`src/rtl/imul_rr_arbiter.sv`:
```
// Round-robin front end that shares one iterative multiplier among several
// requesters. Exactly one operation is in flight; the result is steered back
// only to the requester that issued it.
module imul_rr_arbiter #(
    parameter int p_num_reqs   = 4,
    parameter int p_msg_nbits  = 64,
    parameter int p_resp_nbits = 32,
    localparam int p_idx_nbits = (p_num_reqs > 1) ? $clog2(p_num_reqs) : 1
) (
    input  logic                              clk,
    input  logic                              reset,
    input  logic [p_num_reqs-1:0]             req_val,
    output logic [p_num_reqs-1:0]             req_rdy,
    input  logic [p_num_reqs*p_msg_nbits-1:0] req_msg,
    output logic [p_num_reqs-1:0]             resp_val,
    input  logic [p_num_reqs-1:0]             resp_rdy,
    output logic [p_resp_nbits-1:0]           resp_msg,
    output logic                              mul_istream_val,
    input  logic                              mul_istream_rdy,
    output logic [p_msg_nbits-1:0]            mul_istream_msg,
    input  logic                              mul_ostream_val,
    output logic                              mul_ostream_rdy,
    input  logic [p_resp_nbits-1:0]           mul_ostream_msg,
    output logic [p_idx_nbits-1:0]            owner,
    output logic [31:0]                       busy_cycles
);

    typedef enum logic {IDLE = 1'b0, BUSY = 1'b1} state_t;

    state_t                 state_reg, state_next;
    logic [p_idx_nbits-1:0] prio_reg, prio_next;
    logic [p_idx_nbits-1:0] owner_reg, owner_next;
    logic [31:0]            busy_cycles_reg, busy_cycles_next;
    logic [p_idx_nbits-1:0] grant;
    logic                   any_req;
    logic [p_msg_nbits-1:0] msg_arr [p_num_reqs];

    // Unpack the flat request bus into one message per requester.
    generate
        for (genvar gi = 0; gi < p_num_reqs; gi++) begin : g_msg
            assign msg_arr[gi] = req_msg[gi*p_msg_nbits +: p_msg_nbits];
        end
    endgenerate

    assign any_req     = |req_val;
    assign resp_msg    = mul_ostream_msg;
    assign owner       = owner_reg;
    assign busy_cycles = busy_cycles_reg;

    // Grant: first valid requester scanning cyclically from prio. Scanning the
    // offsets from farthest to nearest lets the nearest valid one win last.
    always_comb begin
        int idx;
        grant = '0;
        idx   = 0;
        for (int k = p_num_reqs - 1; k >= 0; k--) begin
            idx = int'(prio_reg) + k;
            if (idx >= p_num_reqs) begin
                idx = idx - p_num_reqs;
            end
            if (req_val[idx]) begin
                grant = p_idx_nbits'(idx);
            end
        end
    end

    // Next-state, handshake steering and busy-cycle accounting.
    always_comb begin
        state_next       = state_reg;
        prio_next        = prio_reg;
        owner_next       = owner_reg;
        busy_cycles_next = busy_cycles_reg;
        req_rdy          = '0;
        resp_val         = '0;
        mul_istream_val  = 1'b0;
        mul_istream_msg  = '0;
        mul_ostream_rdy  = 1'b0;
        case (state_reg)
            IDLE: begin
                mul_istream_val = any_req;
                // Compare rather than index so a 1-requester build stays clean.
                for (int i = 0; i < p_num_reqs; i++) begin
                    if (int'(grant) == i) begin
                        req_rdy[i] = mul_istream_rdy;
                        if (any_req) begin
                            mul_istream_msg = msg_arr[i];
                        end
                    end
                end
                if (any_req && mul_istream_rdy) begin
                    owner_next = grant;
                    state_next = BUSY;
                    if (int'(grant) == p_num_reqs - 1) begin
                        prio_next = '0;
                    end else begin
                        prio_next = grant + p_idx_nbits'(1);
                    end
                end
            end
            BUSY: begin
                busy_cycles_next = busy_cycles_reg + 32'd1;
                for (int i = 0; i < p_num_reqs; i++) begin
                    if (int'(owner_reg) == i) begin
                        resp_val[i]     = mul_ostream_val;
                        mul_ostream_rdy = resp_rdy[i];
                    end
                end
                // The owner may stall indefinitely; everyone else waits.
                if (mul_ostream_val && mul_ostream_rdy) begin
                    state_next = IDLE;
                end
            end
            default: begin
                state_next = IDLE;
            end
        endcase
    end

    // State registers; reset drops any in-flight result.
    always_ff @(posedge clk) begin
        if (reset) begin
            state_reg       <= IDLE;
            prio_reg        <= '0;
            owner_reg       <= '0;
            busy_cycles_reg <= '0;
        end else begin
            state_reg       <= state_next;
            prio_reg        <= prio_next;
            owner_reg       <= owner_next;
            busy_cycles_reg <= busy_cycles_next;
        end
    end

endmodule
```
`config.mk`:
```
export PLATFORM = sky130hd
export DESIGN_NAME = imul_rr_arbiter
export DESIGN_NICKNAME = d
export VERILOG_FILES = /design/src/rtl/imul_rr_arbiter.sv
export SDC_FILE = /design/constraint.sdc
export NUM_CORES = 1
export LEC_CHECK = 0
export CORE_AREA = 2 2 173 175
export DETAILED_ROUTE_END_ITERATION = 8
export DIE_AREA = 0 0 175 177
export PLACE_DENSITY_LB_ADDON = 0.08
export SLEW_MARGIN = 20
export SYNTH_ARGS = -nofsm -noshare
export SYNTH_HDL_FRONTEND = slang
export SYNTH_SLANG_ARGS = --single-unit
```
`constraint.sdc`:
```
create_clock -name clk -period 4.4 [get_ports clk]
set_input_delay 0.88 -clock clk [delete_from_list [all_inputs] [get_ports clk]]
set_output_delay 0.88 -clock clk [all_outputs]
set_load 0.01 [all_outputs]
```
==> implementation parameters <==
Parameter                              Value

Timing
  Worst-margin pin slew ... 0.755 ns
  Setup skew after layout ... 0.00398 ns
  Number of pins with negative max-slew slack in the final report ... 0
  Worst slew margin relative to its limit ... about half
  Timing-limited maximum frequency ... between 200 and 250 MHz
  Final cycle utilization of the critical path ... slightly below 100%
  RSZ-0062 raised after global routing ... true
  Number of hold-slack violations in the final timing report ... 0
  Finish-stage setup viols ... 0
  Minimum clock period ... roughly 4.3 ns

Routing
  Vias/cell ... about 4.3
  Antenna Nets Post-Route ... 0
  Top routing layer in use ... met5
  TritonRoute pass-1 iters ... 6
  Total length of routed met2 wires ... between 10000 and 15000 um
  Overall via count from detail_route ... 5746
  Routed met3 length ... approximately 1500 um
  Wire length per cell ... slightly below 20 um
  Drc violations ... 0
  Met1 wire length ... approximately 11000 um
  WL final ... 26700 um
  DRT iter0 DRCs ... around 190

Yosys
  Yosys reg bits ... 37
  Share of flip-flops with an asynchronous set or reset ... 0%
  Syn_area_per_cell ... between 6 and 7 um^2
  Part of the Yosys area used for sequential elements ... between 10% and 20%
  Syn. warnings ... 0
  Synth cell types ... 35
  Gate count of the mapped netlist ... about 600
  Netlist area before placement ... just over 4000 um^2
  Number of synthesized flops with an enable pin ... 0
  Net count of the mapped netlist ... about 920
  Synth Flop Type ... sky130_fd_sc_hd__dfxtp_1

Final layout
  Fillcell total ... 3195
  Number of flip-flops under the largest register name ... 32
  Summed area of non-filler cells in the final layout ... between 8000 and 9000 um^2
  Share of post-route cells with drive strength above 1 ... roughly a tenth
  Commonest cells after routing, fill and taps aside ... 323 x sky130_fd_sc_hd__clkdlybuf4s50_1, 123 x sky130_fd_sc_hd__nor2_1, 72 x sky130_fd_sc_hd__a21oi_1, 46 x sky130_fd_sc_hd__nor2b_1, 38 x sky130_fd_sc_hd__nor3_1
  Area added between synthesis and finish ... 116%
  Number of nets in the final layout ... 1261
  Core occupancy in the finished layout ... between 30% and 40%
  Most common library cell in the layout ignoring fill and taps ... sky130_fd_sc_hd__clkdlybuf4s50_1

Floorplan
  FP Rows ... 63
  Full die area ... ~31000 um^2
  Starting utilization of the core area ... 14.1%
  Chip Width ... about 180 um
  Die extent in y ... about 180 um
  I/O pin total ... 440
  Placeable core area ... roughly 30000 um^2

Flow run
  Total of max-cap violations ... 0

Global routing
  Wire length of the first global-routing pass ... ~38000 um
  Grt ovf ... 0
  Number of antenna violations at the first check in global routing ... 4
  Via count of the first global-routing pass ... 5702
  Overall track demand over capacity in global routing ... ~16%
  Pin count of the biggest net entering global routing ... 77

CTS
  Clk_lat worst skew ... a little under 0.3 ns
  Clock Root Buffer ... sky130_fd_sc_hd__clkbuf_16
  TritonCTS clock tree ... built
  Clock transition at the register clock pins on the worst setup and hold paths after CTS ... 0.06 ns
  H-tree depth reported by CTS ... 2
  Number of sinks driven by the clock tree ... 37
  CTS buffer count ... 5
  CTS hold repair buffers ... 0
  Deepest clock path buffer count ... 2

Power
  Largest voltage drop on the vdd net ... around 290 uV
  Leakage power ... between 0.003 and 0.004 uW
  Overall power after layout ... ~2200 uW
  Pwr per Cell Area ... about 250 nW/um^2

Critical path
  Master of the slowest instance on the critical path ... sky130_fd_sc_hd__dlygate4sd2_1
  CP peak stage delay ... between 0.3 and 0.4 ns
  Signal arrival time at the worst endpoint ... ~3.4 ns
  Critical path capture point type ... output pin
  Most frequent cell on the critical path ... sky130_fd_sc_hd__a221oi_2
  Nature of the critical path startpoint ... primary input
  Cell breakdown of the critical path ... dlymetal6s2s_1 > inv_2 > a22o_1 > a221oi_2 > buf_4 > inv_1 > ha_1 > nor2b_4 > buf_12 > clkbuf_16 > buf_6 > a221oi_2 > nor3_1 > a21oi_1 > nor2_1 > dlygate4sd2_1
  Reg2Reg Depth ... 5
  Class of the most critical setup path ... primary input to output pin
  Required @ worst endpoint ... 3.52 ns
  Crit-path max FO ... 9

Place
  Placed cell area ... 8420 um^2
  Last weighted congestion value of the routability-driven placer ... between 0.8 and 0.9
  Port Buffers ... 375
  Placed wire-length estimate ... approximately 21000 um

Status
  Run status ... complete, no violations

Min path
  Class of the most critical hold timing path ... flip-flop to flip-flop
  Instance count along the most critical hold path ... 2
Yosys cell counts (12+ instances only):
library cell / number / area (um^2)
sky130_fd_sc_hd__a211oi_1: 20 / 150
sky130_fd_sc_hd__a21oi_1: 73 / 365
sky130_fd_sc_hd__a221oi_1: 45 / 394
sky130_fd_sc_hd__a22oi_1: 20 / 150
sky130_fd_sc_hd__buf_2: 12 / 60.1
sky130_fd_sc_hd__buf_4: 33 / 248
sky130_fd_sc_hd__clkbuf_1: 36 / 135
sky130_fd_sc_hd__dfxtp_1: 37 / 741
sky130_fd_sc_hd__nand2_1: 16 / 60.1
sky130_fd_sc_hd__nand4_1: 12 / 75.1
sky130_fd_sc_hd__nor2_1: 123 / 462
sky130_fd_sc_hd__nor2b_1: 47 / 294
sky130_fd_sc_hd__nor3_1: 46 / 230
sky130_fd_sc_hd__xor2_1: 24 / 210
where the power goes:
group / leakage [uW] / switching (uW) / internal (uW)
Combinational: 0.00311 / 646 / 773
Clock: 0.0000938 / 148 / 324
Sequential: 0.000299 / 12.5 / 341
metrics by stage:
stage | hold WS, ns | setup WS [ns] | setup TNS (ns) | cells
2_1_floorplan | 0.444 | 0.560 | 0 | 617
3_3_place_gp | 0.487 | -0.321 | -15.42 | 1334
3_5_place_dp | 0.488 | -0.292 | -13.23 | 1334
4_1_cts | 0.497 | -0.209 | -4.42 | 1343
5_1_grt | 0.525 | -0.0244 | -0.0356 | 1349
6_report | 0.494 | 0.141 | 0 | 1350
worst max-delay path: cells and delay by family:
kind | cells | cell delay (ns)
buf+inv | 8 | 1.17
compound gates | 4 | 0.84
simple gates | 3 | 0.29
fa+ha+maj | 1 | 0.19
timing repair:
item,CTS,global route
setup buffers,0,3
endpoints found under the setup margin,64,64
gates resized for setup,42,49
pin swaps,1,2
cloned,1,1
path summary, 6_finish.rpt:
path,startpoint,end,slack (ns)
worst max register to register,state_reg,busy_cycles[10],1.91
worst max-delay path,req_val[3],mul_istream_msg[30],0.14
worst min-delay path,busy_cycles[31],busy_cycles[31],0.49
worst min register to register,busy_cycles[31],busy_cycles[31],0.49
logic make-up (layout without fill, tap and decap cells):
group	after synthesis	after routing	share of synthesized area (%)
AOI/OAI and AO/OA	162	162	26.3
other	0	3	0
DFF	37	37	18.0
xor gates and xnor gates	29	29	6.17
adders and majority gates	5	5	1.52
muxes	4	4	1.28
buffers and inverters	96	436	12.1
and+or+nand+nor	284	284	34.5
per-layer routing:
layer | GRT usage, % | vias to the layer above
met5 | 0 | -
met4 | 2.81 | 4
met3 | 3.05 | 22
met2 | 28.8 | 223
li1 | - | 2859
met1 | 19.7 | 2638
area by class of cell:
type	count	area, um^2	share of cell area, %
repair buffers	420	4340	48.8
multi-input cells	484	3100	34.9
flip-flops and latches	37	741	8.32
well taps	390	488	5.48
clock buffers	5	125	1.41
clock inverters	3	65.1	0.731
inverters	8	30.0	0.337
diodes	3	7.51	0.0843
Power figures use the tool's default switching activity.
